===== src/rtl/jk_seq_pkg.sv =====
// Shared opcodes, sequencer states and per-bit JK drive encodings for the
// JK bank sequencer slice.
package jk_seq_pkg;

  localparam logic [2:0] OP_NOP        = 3'd0;
  localparam logic [2:0] OP_CLEAR      = 3'd1;
  localparam logic [2:0] OP_PRESET     = 3'd2;
  localparam logic [2:0] OP_LOAD       = 3'd3;
  localparam logic [2:0] OP_TOGGLE     = 3'd4;
  localparam logic [2:0] OP_COUNT_UP   = 3'd5;
  localparam logic [2:0] OP_COUNT_DOWN = 3'd6;
  localparam logic [2:0] OP_RSVD       = 3'd7;

  typedef enum logic [1:0] {
    ST_IDLE,
    ST_EXEC,
    ST_RUN,
    ST_DONE
  } seq_state_e;

  // Encoded as {j, k}
  typedef enum logic [1:0] {
    JK_HOLD   = 2'b00,
    JK_RESET  = 2'b01,
    JK_SET    = 2'b10,
    JK_TOGGLE = 2'b11
  } jk_cmd_e;

endpackage


===== src/rtl/jk_ff_bank.sv =====
// WIDTH master-slave JK flip-flops. The slave takes the master's value on the
// rising edge, so the bank behaves as edge-triggered JK storage.
module jk_ff_bank
  import jk_seq_pkg::*;
#(
  parameter int unsigned WIDTH = 4
) (
  input  logic             clk,
  input  logic             rst_n,
  input  logic [WIDTH-1:0] j,
  input  logic [WIDTH-1:0] k,
  output logic [WIDTH-1:0] q,
  output logic [WIDTH-1:0] q_bar
);

  logic [WIDTH-1:0] q_nxt;

  always_comb begin
    q_nxt = q;
    for (int unsigned i = 0; i < WIDTH; i++) begin
      case ({j[i], k[i]})
        JK_RESET:  q_nxt[i] = 1'b0;
        JK_SET:    q_nxt[i] = 1'b1;
        JK_TOGGLE: q_nxt[i] = ~q[i];
        default:   q_nxt[i] = q[i];
      endcase
    end
  end

  always_ff @(posedge clk or negedge rst_n) begin
    if (!rst_n) q <= '0;
    else        q <= q_nxt;
  end

  assign q_bar = ~q;

endmodule


===== src/rtl/jk_bank_sequencer.sv =====
// Command sequencer for a JK flip-flop bank: accepts one command at a time and
// drives per-bit J/K vectors for single-step ops or a multi-cycle up/down count.
module jk_bank_sequencer
  import jk_seq_pkg::*;
#(
  parameter int unsigned WIDTH = 4,
  parameter int unsigned CNT_W = 8
) (
  input  logic             clk,
  input  logic             rst_n,
  input  logic             cmd_valid,
  output logic             cmd_ready,
  input  logic [2:0]       cmd_op,
  input  logic [WIDTH-1:0] cmd_data,
  input  logic [CNT_W-1:0] cmd_len,
  output logic [WIDTH-1:0] j_out,
  output logic [WIDTH-1:0] k_out,
  output logic [WIDTH-1:0] q,
  output logic [WIDTH-1:0] q_bar,
  output logic             busy,
  output logic             done,
  output logic             tc
);

  seq_state_e       state, state_nxt;
  logic [2:0]       op_r;
  logic [WIDTH-1:0] data_r;
  logic [CNT_W-1:0] cnt;
  logic [WIDTH-1:0] cnt_vec;
  logic             carry;
  logic             accept;
  logic             is_count;
  logic             count_up;

  assign accept   = cmd_valid & cmd_ready;
  assign is_count = (cmd_op == OP_COUNT_UP) || (cmd_op == OP_COUNT_DOWN);
  assign count_up = (op_r == OP_COUNT_UP);

  always_ff @(posedge clk or negedge rst_n) begin
    if (!rst_n) begin
      state  <= ST_IDLE;
      op_r   <= OP_NOP;
      data_r <= '0;
      cnt    <= '0;
    end else begin
      state <= state_nxt;
      if (accept) begin
        op_r   <= cmd_op;
        data_r <= cmd_data;
        cnt    <= cmd_len;
      end else if (state == ST_RUN) begin
        cnt <= cnt - CNT_W'(1);
      end
    end
  end

  // Ripple-carry toggle enables: bit i toggles when all lower bits are 1 (up) or 0 (down)
  always_comb begin
    cnt_vec = '0;
    carry   = 1'b1;
    for (int unsigned i = 0; i < WIDTH; i++) begin
      cnt_vec[i] = carry;
      carry      = carry & (count_up ? q[i] : ~q[i]);
    end
  end

  always_comb begin
    state_nxt = state;
    cmd_ready = 1'b0;
    busy      = 1'b0;
    done      = 1'b0;
    tc        = 1'b0;
    j_out     = '0;
    k_out     = '0;
    case (state)
      ST_IDLE: begin
        cmd_ready = 1'b1;
        if (cmd_valid) begin
          if (is_count) state_nxt = (cmd_len == '0) ? ST_DONE : ST_RUN;
          else          state_nxt = ST_EXEC;
        end
      end
      ST_EXEC: begin
        busy = 1'b1;
        case (op_r)
          OP_CLEAR:  k_out = '1;
          OP_PRESET: j_out = '1;
          OP_LOAD: begin
            j_out = data_r;
            k_out = ~data_r;
          end
          OP_TOGGLE: begin
            j_out = data_r;
            k_out = data_r;
          end
          default: ;
        endcase
        state_nxt = ST_DONE;
      end
      ST_RUN: begin
        busy  = 1'b1;
        j_out = cnt_vec;
        k_out = cnt_vec;
        tc    = count_up ? (&q) : ~(|q);
        if (cnt == CNT_W'(1)) state_nxt = ST_DONE;
      end
      ST_DONE: begin
        busy      = 1'b1;
        done      = 1'b1;
        state_nxt = ST_IDLE;
      end
      default: state_nxt = ST_IDLE;
    endcase
  end

  jk_ff_bank #(.WIDTH(WIDTH)) u_bank (
    .clk   (clk),
    .rst_n (rst_n),
    .j     (j_out),
    .k     (k_out),
    .q     (q),
    .q_bar (q_bar)
  );

endmodule


===== config.mk =====
export PLATFORM = sky130hd
export DESIGN_NAME = jk_bank_sequencer
export DESIGN_NICKNAME = d
export VERILOG_FILES = /design/src/rtl/jk_seq_pkg.sv /design/src/rtl/jk_ff_bank.sv /design/src/rtl/jk_bank_sequencer.sv
export SDC_FILE = /design/constraint.sdc
export NUM_CORES = 1
export LEC_CHECK = 0
export ABC_AREA = 1
export CAP_MARGIN = 20
export CORE_MARGIN = 3
export CORE_UTILIZATION = 44
export CTS_CLUSTER_SIZE = 30
export DETAILED_ROUTE_END_ITERATION = 10
export PLACE_DENSITY = 0.8
export SETUP_SLACK_MARGIN = 0.05
export SLEW_MARGIN = 15
export SYNTH_ARGS = -nofsm -noshare
export SYNTH_HDL_FRONTEND = slang
export SYNTH_HIERARCHICAL = 1
export SYNTH_SLANG_ARGS = --single-unit

===== constraint.sdc =====
create_clock -name clk -period 1.5 [get_ports clk]
set_input_delay 0.3 -clock clk [delete_from_list [all_inputs] [get_ports clk]]
set_output_delay 0.3 -clock clk [all_outputs]
set_load 0.02 [all_outputs]

==> qor.txt, run 1 <==
FLOORPLANNING
-------------------------------------------------------------------------------------
DIE AREA ...............................................................  0.00418 mm²
IO Pins ................................................................           38
Initial core utilization ...............................................        0.480
Height of the die ......................................................      64.6 µm
Number of placement rows ...............................................           20
Core area ..............................................................  0.00315 mm²
Horizontal die dimension ...............................................      64.6 µm

YOSYS
-------------------------------------------------------------------------------------
Yosys top cell by area .................................................      dfrtp_1
Dominant synthesized flop cell .........................................      dfrtp_1
Most frequent cell after synthesis .....................................      nand2_1
Simple-gate portion of the synthesized area ............................        0.380
Post-Synthesis Cells ...................................................          226
Cell types with the largest area share after synthesis ................. dfrtp_1 (35%), nand2_1 (17%), inv_1 (6.7%)
Count of distinct cell types in the synthesized netlist ................           26
Top-area cell type share of the netlist area ...........................        0.347
Fraction of registers with async set or reset after synthesis ..........         1.00
Synth Area in Compound Gates ...........................................       0.0993
Syn Area/Cell ..........................................................     6.69 µm²
Cell Area, Synth .......................................................  0.00151 mm²
Portion of the post-synthesis area used by sequential elements .........        0.347
Commonest cells in the synthesized netlist ............................. nand2_1 (70), inv_1 (27), nor2_1 (24)
Count of state elements after synthesis ................................           21
Synthesized Nets .......................................................          251
Share of the synthesized netlist area taken by xor and xnor gates ......       0.0174
Mux contribution to synthesized area ...................................            0
Dominant combinational cell family by area after synthesis ............. simple AND/OR/NAND/NOR gates
Adder and majority cell fraction of the synthesized area ...............       0.0579
Count of yosys warnings during synthesis ...............................            6
EDFF count, synth ......................................................            0

TIMING
-------------------------------------------------------------------------------------
FMAX ...................................................................    0.473 GHz
Final Critical Period ..................................................      2120 ps
Worst slew pin tran ....................................................       309 ps
Final critical-path setup slack ........................................      -616 ps
Clock Skew .............................................................      14.9 ps
Setup repair after global routing missed its margin ....................         true
Final period utilization ...............................................         1.41
Slew margin rel. .......................................................        0.793
Max-slew violation count ...............................................            0
Hold violation count in the final report ...............................            0
TNS Setup ..............................................................     -5740 ps
Fin Hold WS ............................................................       294 ps
Final setup violation count ............................................           23

ROUTING
-------------------------------------------------------------------------------------
Routed wire length on met2 .............................................      3300 µm
Count of antenna-violating nets left after detailed routing ............            0
Via count ..............................................................         2046
First-pass DRT Iterations ..............................................            5
Iteration-0 DRC Markers ................................................          229
Average detailed-routed wire length per instance .......................      18.1 µm
Highest metal used .....................................................         met4
Sum of routed wire segments on met1 ....................................      2420 µm
Final wirelength .......................................................      6590 µm
Met3 wire len ..........................................................       510 µm
Post-route DRC violation count .........................................            0
Avg Vias per Cell ......................................................         5.62

FINISH
-------------------------------------------------------------------------------------
Layout cell share with drive strength beyond 1 .........................        0.509
Post-route design area .................................................  0.00281 mm²
Number of nets in the layout ...........................................          346
Syn-to-layout area delta ...............................................        85.9%
Number of fill cells ...................................................          137
Number of antenna diodes ...............................................            0

POWER
-------------------------------------------------------------------------------------
Worst-case vdd ir drop .................................................      1630 µV
Power per cell area ....................................................  2450 mW/mm²
Leakage Power ..........................................................      1.34 nW
Pwr Total ..............................................................    0.00688 W

CLOCK NETWORK
-------------------------------------------------------------------------------------
CTS Buffer Depth .......................................................            2
Root buffer cell .......................................................     clkbuf_4
Total of hold buffers inserted after clock tree synthesis ..............            0
TritonCTS clock tree ...................................................        built
Maximum level of the CTS H-tree ........................................            1
Clock-pin slew of the registers on the worst-case setup and hold paths .       140 ps
Clock sink count .......................................................           21
Clock insertion delay at the later pin of the skew report ..............       330 ps
TritonCTS Buffers ......................................................            3

WORST SETUP PATH
-------------------------------------------------------------------------------------
Crit path DAT ..........................................................      1820 ps
CP max FO ..............................................................            4
Reg2reg setup slack ....................................................      -290 ps
CP Data Required Time ..................................................      1200 ps
FF-to-FF Start ......................................................... op_r[1]$_DFFE_PN0P_
Path depth of the worst reg2reg path ...................................           12
Sort of element at the start of the critical path ......................         flop
End of the worst register-to-register path ............................. u_bank/q[2]$_DFFE_PN0P_
Worst setup EP type ....................................................  output port
Crit Path Category .....................................................      reg2out

PLACED DESIGN
-------------------------------------------------------------------------------------
Placed standard-cell area ..............................................  0.00232 mm²
IO Port Bufs ...........................................................           37
Placed wire-length estimate ............................................      3290 µm
Final GP Congestion ....................................................        0.907

GLOBAL ROUTE
-------------------------------------------------------------------------------------
Total global routing track utilization .................................        0.262
Remaining global-route overflow ........................................            0
Largest net degree at the start of global routing ......................           22
Number of antenna violations at the first check in global routing ......            0
Wire length of the first global-routing pass ...........................      8540 µm
Vias in the first global route .........................................         1914

FLOW RUN
-------------------------------------------------------------------------------------
Count of maximum capacitance violations ................................            0

RUN STATUS
-------------------------------------------------------------------------------------
Violations in the final reports ........................................ setup timing
Run status ............................................................. complete, but fails checks

WORST HOLD PATH
-------------------------------------------------------------------------------------
Class of the most critical hold timing path ............................     in2async

[cell families after synthesis]
logic type	after synthesis
xor+xnor	3
flops	21
fa+ha+maj	7
compound gates	26
simple gates	132
buf+inv	37
[metal layers]
| metal | vias to the layer above | GRT usage |
|---|---|---|
| li1 | 900 | - |
| met1 | 952 | 0.291 |
| met2 | 148 | 0.476 |
| met3 | 46 | 0.0503 |
| met4 | 0 | 0.127 |
| met5 | - | 0 |
[through the flow]
step / setup WS [ps] / std cells / util
6_report: -616 / 364 / 0.892
2_1_floorplan: 38.5 / 226 / -
5_1_grt: -674 / 364 / 0.892
4_1_cts: -468 / 355 / 0.811
3_3_place_gp: -534 / 337 / 0.736
3_5_place_dp: -591 / 337 / 0.736
[worst max-delay path by stage]
| stage | startpoint | end | slack [ps] | cells after the start |
|---|---|---|---|---|
| after detailed placement | op_r[1]$_DFFE_PN0P_ | j_out[2] | -590 | 8 |
| after global routing | op_r[1]$_DFFE_PN0P_ | tc | -670 | 8 |
| after CTS | op_r[2]$_DFFE_PN0P_ | j_out[2] | -470 | 8 |
| after global placement | op_r[1]$_DFFE_PN0P_ | j_out[1] | -530 | 8 |
| after floorplan | state[0]$_DFFE_PN0P_ | j_out[1] | 40 | 6 |
| final | op_r[1]$_DFFE_PN0P_ | tc | -620 | 8 |
[critical path, cell delays in order (launching register included)]
cell     delay [ps]
dfrtp_2         490
buf_6           150
inv_4            50
nand4_1         120
buf_4           180
nor2_2           90
nor2_1           80
nor2_1          150
buf_4           160
[where the power goes]
| group | internal [W] | total (W) | switching (W) |
|---|---|---|---|
| Clock | 0.000100 | 0.000308 | 0.000208 |
| Combinational | 0.00241 | 0.00539 | 0.00298 |
| Sequential | 0.000860 | 0.00119 | 0.000326 |
[registers in the layout (all words and copies together), names as in the netlist]
register	cells
state	2
cnt	8
op_r	3
u_bank/q	4
data_r	4
[repair_timing]
action / 4_1_cts / 5_1_grt
endpoints found under the hold margin: 0 / 0
pin swaps: 12 / 21
endpoints found under the setup margin: 37 / 35
gates cloned: 0 / 1
gates resized for setup: 138 / 49
buffers inserted: 16 / 11
[area by class of cell]
cell class	count	area, µm²	share of cell area
Multi-Input combinational cell	168	1200	0.426
Timing Repair Buffer	93	852	0.303
Tap cell	44	55.1	0.0196
Inverter	34	145	0.0516
Sequential cell	21	533	0.190
Clock inverter	1	5.00	0.00178
Clock buffer	3	22.5	0.00801
[cells in the final DEF, fill, tap and decap left out, drive strengths merged, types with 2 or more instances in the layout]
cell,synthesis,layout
xor2,3,3
o21bai,2,2
o21ai,10,10
buf,2,75
clkbuf,1,4
nand4,4,4
clkdlybuf4s50,0,17
nand3,19,19
nand2,80,80
dfrtp,21,21
clkinv,1,2
inv,33,33
nor2,27,27
o211ai,2,2
ha,7,7
o22ai,2,2
a21oi,8,8
No activity file was read; power rests on OpenSTA's default activity.
==> inputs of run 2 (changes only) <==
--- a/config.mk
+++ b/config.mk
@@ -8,10 +8,10 @@
 export ABC_AREA = 1
 export CAP_MARGIN = 20
 export CORE_MARGIN = 3
-export CORE_UTILIZATION = 44
+export CORE_UTILIZATION = 49
 export CTS_CLUSTER_SIZE = 30
 export DETAILED_ROUTE_END_ITERATION = 10
-export PLACE_DENSITY = 0.8
+export PLACE_DENSITY = 0.84
 export SETUP_SLACK_MARGIN = 0.05
 export SLEW_MARGIN = 15
 export SYNTH_ARGS = -nofsm -noshare
==> constraint.sdc (replaced) <==
create_clock -name clk -period 2.4 [get_ports clk]
set_input_delay 0.48 -clock clk [delete_from_list [all_inputs] [get_ports clk]]
set_output_delay 0.48 -clock clk [all_outputs]
set_load 0.02 [all_outputs]
==> run 2 against run 1 <==
Against the previous run: the flow now finishes without violations; first-iteration DRC count shrank 72%; die area shrank 9.3%; sequential share of layout area grew 7.4 points; register-to-register slack gained 1100 ps; sequential power shrank 39%; critical path type unchanged; largest power group unchanged.
==> qor.txt, run 2 (synthesis gave the netlist of run 1 again) <==
FLOORPLANNING
-------------------------------------------------------------------------------------
Number of placement rows ...............................................           19
Initial core utilization ...............................................        0.530
Horizontal die dimension ...............................................      61.6 µm
Core area ..............................................................  0.00285 mm²
IO Pins ................................................................           38
Height of the die ......................................................      61.6 µm
DIE AREA ...............................................................  0.00379 mm²

FINISH
-------------------------------------------------------------------------------------
Number of nets in the layout ...........................................          299
Number of flip-flops under the largest register name ...................            8
Number of fill cells ...................................................          265
Largest register by flop count .........................................          cnt
Most common cell after layout, fill and taps aside .....................      nand2_1
Number of antenna diodes ...............................................            0
Commonest non-fill, non-tap cells in the layout ........................ nand2_1 (70), clkdlybuf4s50_1 (28), inv_1 (27)
Layout cell share with drive strength beyond 1 .........................        0.176
Post-route design area .................................................  0.00200 mm²
Syn-to-layout area delta ...............................................        32.2%
Top flop regs .......................................................... cnt (8), data_r (4), u_bank/q (4)

FLOW RUN
-------------------------------------------------------------------------------------
Count of maximum capacitance violations ................................            0

POWER
-------------------------------------------------------------------------------------
Power per cell area ....................................................  1360 mW/mm²
Leakage Power ..........................................................      1.01 nW
Worst-case vdd ir drop .................................................       876 µV

WORST SETUP PATH
-------------------------------------------------------------------------------------
Delay of the slowest critical-path stage ...............................       400 ps
Dominant cell type by count on the critical path .......................      nand2_1
Cell Chain, Critical Path .............................................. inv_1, nand3_2, nand2_2, nand2_1, nand2_1, nand2_1, a21oi_1, clkdlybuf4s15_2
Buffers and inverters on the worst path ................................            2
Critical-path top delay cell ...........................................      dfrtp_1
Worst setup path startpoint ............................................ op_r[2]$_DFFE_PN0P_
Cell class contributing the biggest share of worst-path delay .......... buffers and inverters
Worst setup EP type ....................................................  output port
CP max FO ..............................................................            5
Crit path DAT ..........................................................      1810 ps
FF-to-FF Start ......................................................... state[0]$_DFFE_PN0P_
CP Data Required Time ..................................................      1920 ps
Sort of element at the start of the critical path ......................         flop
Crit Path Category .....................................................      reg2out

TIMING
-------------------------------------------------------------------------------------
Final critical-path setup slack ........................................       114 ps
Slew margin rel. .......................................................        0.789
Final Critical Period ..................................................      2290 ps
Setup repair after global routing missed its margin ....................         true
Hold violation count in the final report ...............................            0
Clock Skew .............................................................      15.2 ps
FMAX ...................................................................    0.437 GHz
Final period utilization ...............................................        0.952
Max-slew violation count ...............................................            0
Worst slew pin tran ....................................................       316 ps
Final setup violation count ............................................            0

CLOCK NETWORK
-------------------------------------------------------------------------------------
Total of hold buffers inserted after clock tree synthesis ..............            0
Clock-pin slew of the registers on the worst-case setup and hold paths .       130 ps
CTS Buffer Depth .......................................................            2
TritonCTS clock tree ...................................................        built
Maximum level of the CTS H-tree ........................................            1
Clock sink count .......................................................           21
TritonCTS Buffers ......................................................            3
Root buffer cell .......................................................     clkbuf_4
Clock insertion delay at the later pin of the skew report ..............       320 ps

GLOBAL ROUTE
-------------------------------------------------------------------------------------
Number of antenna violations at the first check in global routing ......            0
Wire length of the first global-routing pass ...........................      6270 µm
Met2 Track Usage GR ....................................................        0.365
Met1 usage .............................................................        0.294
Vias in the first global route .........................................         1495
Routing usage on met3 ..................................................       0.0335
Total global routing track utilization .................................        0.217
Remaining global-route overflow ........................................            0
Highest-utilization routing layer at the global route stage ............         met2
Largest net degree at the start of global routing ......................           22

PLACED DESIGN
-------------------------------------------------------------------------------------
Placed wire-length estimate ............................................      2890 µm
Final GP Congestion ....................................................        0.850
Placed standard-cell area ..............................................  0.00197 mm²
Worst slack, placed ....................................................      53.3 ps
IO Port Bufs ...........................................................           37

ROUTING
-------------------------------------------------------------------------------------
Count of antenna-violating nets left after detailed routing ............            0
Iteration-0 DRC Markers ................................................           64
Via count ..............................................................         1621
First-pass DRT Iterations ..............................................            6
Final wirelength .......................................................      3740 µm
Avg Vias per Cell ......................................................         5.33
Post-route DRC violation count .........................................            0
Average detailed-routed wire length per instance .......................      12.3 µm

RUN STATUS
-------------------------------------------------------------------------------------
Run status ............................................................. complete, no violations

WORST HOLD PATH
-------------------------------------------------------------------------------------
Class of the most critical hold timing path ............................     in2async

## run 2: cell count changes in the layout (fill, tap and decap cells not counted), moves of 8 or more
cell,previous run,this run
a21oi_4,8,0
buf_4,41,9
buf_6,27,0
clkdlybuf4s50_1,17,28
inv_1,19,27
nand2_1,53,70
nand2_2,20,10
## run 2: stage by stage
stage	std cells	power, W	TNS, ps	hold WS [ps]	utilization
2_1_floorplan	226	0.00189	0	184	-
3_3_place_gp	300	0.00250	0	512	0.690
3_5_place_dp	300	0.00253	0	534	0.690
4_1_cts	304	0.00271	0	503	0.702
5_1_grt	304	0.00300	-130	510	0.701
6_report	304	0.00272	0	492	0.701
## run 2: cell type report
type | count | area (µm²) | area share
repair buffers | 46 | 422 | 0.211
flip-flops and latches | 21 | 528 | 0.264
inverters | 34 | 129 | 0.0645
clock buffers | 3 | 22.5 | 0.0113
multi-input cells | 168 | 855 | 0.427
well taps | 31 | 38.8 | 0.0194
clock inverters | 1 | 5.00 | 0.00250
## run 2: repair_timing
item,4_1_cts,5_1_grt
buffers inserted,0,0
gates resized for setup,20,12
endpoints found under the setup margin,9,8
## run 2: layer usage
layer | vias to the layer above | wire length (µm)
met4 | 0 | 44
met5 | - | 0
met3 | 8 | 238
met2 | 60 | 1810
li1 | 805 | -
met1 | 748 | 1650
## run 2: worst register-to-register path: cells and delay by family, from the launching register on
| family | cells | cell delay [ps] |
|---|---|---|
| buf+inv | 4 | 420 |
| flops | 1 | 400 |
| simple gates | 2 | 250 |
| compound gates | 2 | 230 |
| fa+ha+maj | 1 | 220 |
## run 2: report_power, final
part / leakage (nW) / total [W] / switching (W) / internal [W]
sequential: 0.258 / 0.000726 / 0.000195 / 0.000531
clock: 0.0177 / 0.000181 / 0.000118 / 0.0000624
combinational: 0.730 / 0.00182 / 0.00108 / 0.000731
## run 2: final timing paths
| path | endpoint | slack [ps] | depth (start not counted) |
|---|---|---|---|
| worst max-delay path | j_out[2] | 110 | 8 |
| worst min-delay path | data_r[2]$_DFFE_PN0P_ | 490 | 2 |
| worst min register to register | state[1]$_DFFE_PN0P_ | 560 | 2 |
| min in group clk | state[1]$_DFFE_PN0P_ | 560 | 2 |
| max in group asynchronous | state[1]$_DFFE_PN0P_ | 1660 | 2 |
| worst max register to register | cnt[6]$_DFFE_PN0P_ | 790 | 9 |
==> inputs of run 3 (changes only) <==
==> constraint.sdc (replaced) <==
create_clock -name clk -period 2.26 [get_ports clk]
set_input_delay 0.452 -clock clk [delete_from_list [all_inputs] [get_ports clk]]
set_output_delay 0.452 -clock clk [all_outputs]
set_load 0.02 [all_outputs]
==> run 3 against run 2 <==
Against the previous run: cell count is 3.0% higher; largest cell class unchanged; global-route usage hardly changed; sequential power is 6.1% higher; cell area is 3.1% higher.
==> qor.txt, run 3 (synthesis gave the netlist of run 1 again) <==
RUN STATUS
-------------------------------------------------------------------------------------
Run status ............................................................. complete, no violations

POWER
-------------------------------------------------------------------------------------
Leakage Power ..........................................................      1.06 nW
Power per cell area ....................................................  1460 mW/mm²
Worst-case vdd ir drop .................................................      1030 µV

ROUTING
-------------------------------------------------------------------------------------
Iteration-0 DRC Markers ................................................           72
Via count ..............................................................         1599
Average detailed-routed wire length per instance .......................      12.3 µm
First-pass DRT Iterations ..............................................            4
Final wirelength .......................................................      3850 µm
Count of antenna-violating nets left after detailed routing ............            0
Post-route DRC violation count .........................................            0
Avg Vias per Cell ......................................................         5.11

CLOCK NETWORK
-------------------------------------------------------------------------------------
Maximum level of the CTS H-tree ........................................            1
TritonCTS clock tree ...................................................        built
Total of hold buffers inserted after clock tree synthesis ..............            0
Clock-pin slew of the registers on the worst-case setup and hold paths .       120 ps
CTS Buffer Depth .......................................................            2
Clock insertion delay at the later pin of the skew report ..............       310 ps
TritonCTS Buffers ......................................................            3
Clock sink count .......................................................           21
Root buffer cell .......................................................     clkbuf_4

WORST SETUP PATH
-------------------------------------------------------------------------------------
Crit Path Category .....................................................      reg2out
Reg2reg setup slack ....................................................       610 ps
CP max FO ..............................................................            4
Sort of element at the start of the critical path ......................         flop
CP Data Required Time ..................................................      1810 ps
Worst setup EP type ....................................................  output port
Crit path DAT ..........................................................      1660 ps

FLOORPLANNING
-------------------------------------------------------------------------------------
Height of the die ......................................................      61.6 µm
Core area ..............................................................  0.00285 mm²
DIE AREA ...............................................................  0.00379 mm²
Number of placement rows ...............................................           19
Initial core utilization ...............................................        0.530
Horizontal die dimension ...............................................      61.6 µm
IO Pins ................................................................           38

TIMING
-------------------------------------------------------------------------------------
Max-slew violation count ...............................................            0
Clock Skew .............................................................      4.68 ps
Final Critical Period ..................................................      2110 ps
Fin Hold WS ............................................................       475 ps
FMAX ...................................................................    0.474 GHz
Slew margin rel. .......................................................        0.815
Setup repair after global routing missed its margin ....................         true
TNS Setup ..............................................................         0 ps
Hold violation count in the final report ...............................            0
Worst slew pin tran ....................................................       278 ps
Final period utilization ...............................................        0.934
Final setup violation count ............................................            0

FINISH
-------------------------------------------------------------------------------------
Post-route design area .................................................  0.00206 mm²
Top flop regs .......................................................... cnt (8), data_r (4), u_bank/q (4)
Commonest non-fill, non-tap cells in the layout ........................ nand2_1 (70), clkdlybuf4s50_1 (27), inv_1 (26)
Largest register by flop count .........................................          cnt
Number of fill cells ...................................................          247
Syn-to-layout area delta ...............................................        36.2%
Number of flip-flops under the largest register name ...................            8
Layout cell share with drive strength beyond 1 .........................        0.209
Most common cell after layout, fill and taps aside .....................      nand2_1
Number of antenna diodes ...............................................            0
Number of nets in the layout ...........................................          308

GLOBAL ROUTE
-------------------------------------------------------------------------------------
Wire length of the first global-routing pass ...........................      6100 µm
Remaining global-route overflow ........................................            0
Largest net degree at the start of global routing ......................           22
Number of antenna violations at the first check in global routing ......            0
Total global routing track utilization .................................        0.217
Vias in the first global route .........................................         1445

PLACED DESIGN
-------------------------------------------------------------------------------------
Placed wire-length estimate ............................................      2950 µm
Final GP Congestion ....................................................        0.852
Placed standard-cell area ..............................................  0.00203 mm²
IO Port Bufs ...........................................................           37

FLOW RUN
-------------------------------------------------------------------------------------
Count of maximum capacitance violations ................................            0

WORST HOLD PATH
-------------------------------------------------------------------------------------
Class of the most critical hold timing path ............................     in2async

==> run 3: cell count changes in the layout (fill, tap and decap cells not counted), moves of 2 or more <==
cell | previous run | this run
buf_4 | 9 | 21
a21oi_2 | 2 | 4
a21oi_1 | 6 | 4
clkinv_2 | 2 | 0
clkdlybuf4s15_2 | 4 | 0
clkbuf_2 | 4 | 2
buf_2 | 0 | 3
==> run 3: where the power goes <==
part / switching, W / internal (W)
Clock: 0.000117 / 0.0000691
Combinational: 0.00120 / 0.000860
Sequential: 0.000206 / 0.000564
==> run 3: worst paths after layout <==
| kind | start | to | depth (start not counted) |
|---|---|---|---|
| worst min-delay path | rst_n | data_r[0]$_DFFE_PN0P_ | 2 |
| max in group asynchronous | rst_n | op_r[0]$_DFFE_PN0P_ | 2 |
| worst min register to register | data_r[0]$_DFFE_PN0P_ | data_r[0]$_DFFE_PN0P_ | 2 |
| min in group clk | data_r[0]$_DFFE_PN0P_ | data_r[0]$_DFFE_PN0P_ | 2 |
| worst max-delay path | state[0]$_DFFE_PN0P_ | busy | 4 |
| worst max register to register | state[1]$_DFFE_PN0P_ | cnt[6]$_DFFE_PN0P_ | 8 |
==> run 3: cell type report <==
type                    count  area [µm²]  area share
inverters                  34         130      0.0631
clock buffers               4        26.3      0.0128
flip-flops and latches     21         528       0.256
repair buffers             55         475       0.231
well taps                  31        38.8      0.0188
multi-input cells         168         862       0.418
==> run 3: repair_timing <==
item,4_1_cts,5_1_grt
buffers inserted,0,1
endpoints found under the setup margin,9,10
pin swaps,0,1
resized for setup,30,17
==> run 3: through the flow <==
step / cells / power, W / util / setup slack [ps]
2_1_floorplan: 226 / 0.00200 / - / 372
3_3_place_gp: 308 / 0.00274 / 0.711 / 11.4
3_5_place_dp: 308 / 0.00279 / 0.711 / -15.3
4_1_cts: 312 / 0.00299 / 0.726 / 60.3
5_1_grt: 313 / 0.00328 / 0.722 / 21.3
6_report: 313 / 0.00301 / 0.722 / 150
==> run 3: critical path, cell delays in order (launching register included) <==
cell	delay, ps
dfrtp_1	360
inv_1	70
ha_1	250
inv_1	70
clkdlybuf4s50_1	590
==> run 3: routing by layer <==
| layer | part of all wire | vias up | track usage |
|---|---|---|---|
| met5 | 0 | - | 0 |
| met2 | 0.50 | 44 | 0.387 |
| li1 | - | 825 | - |
| met1 | 0.44 | 721 | 0.250 |
| met3 | 0.041 | 9 | 0.0398 |
| met4 | 0.021 | 0 | 0.0939 |
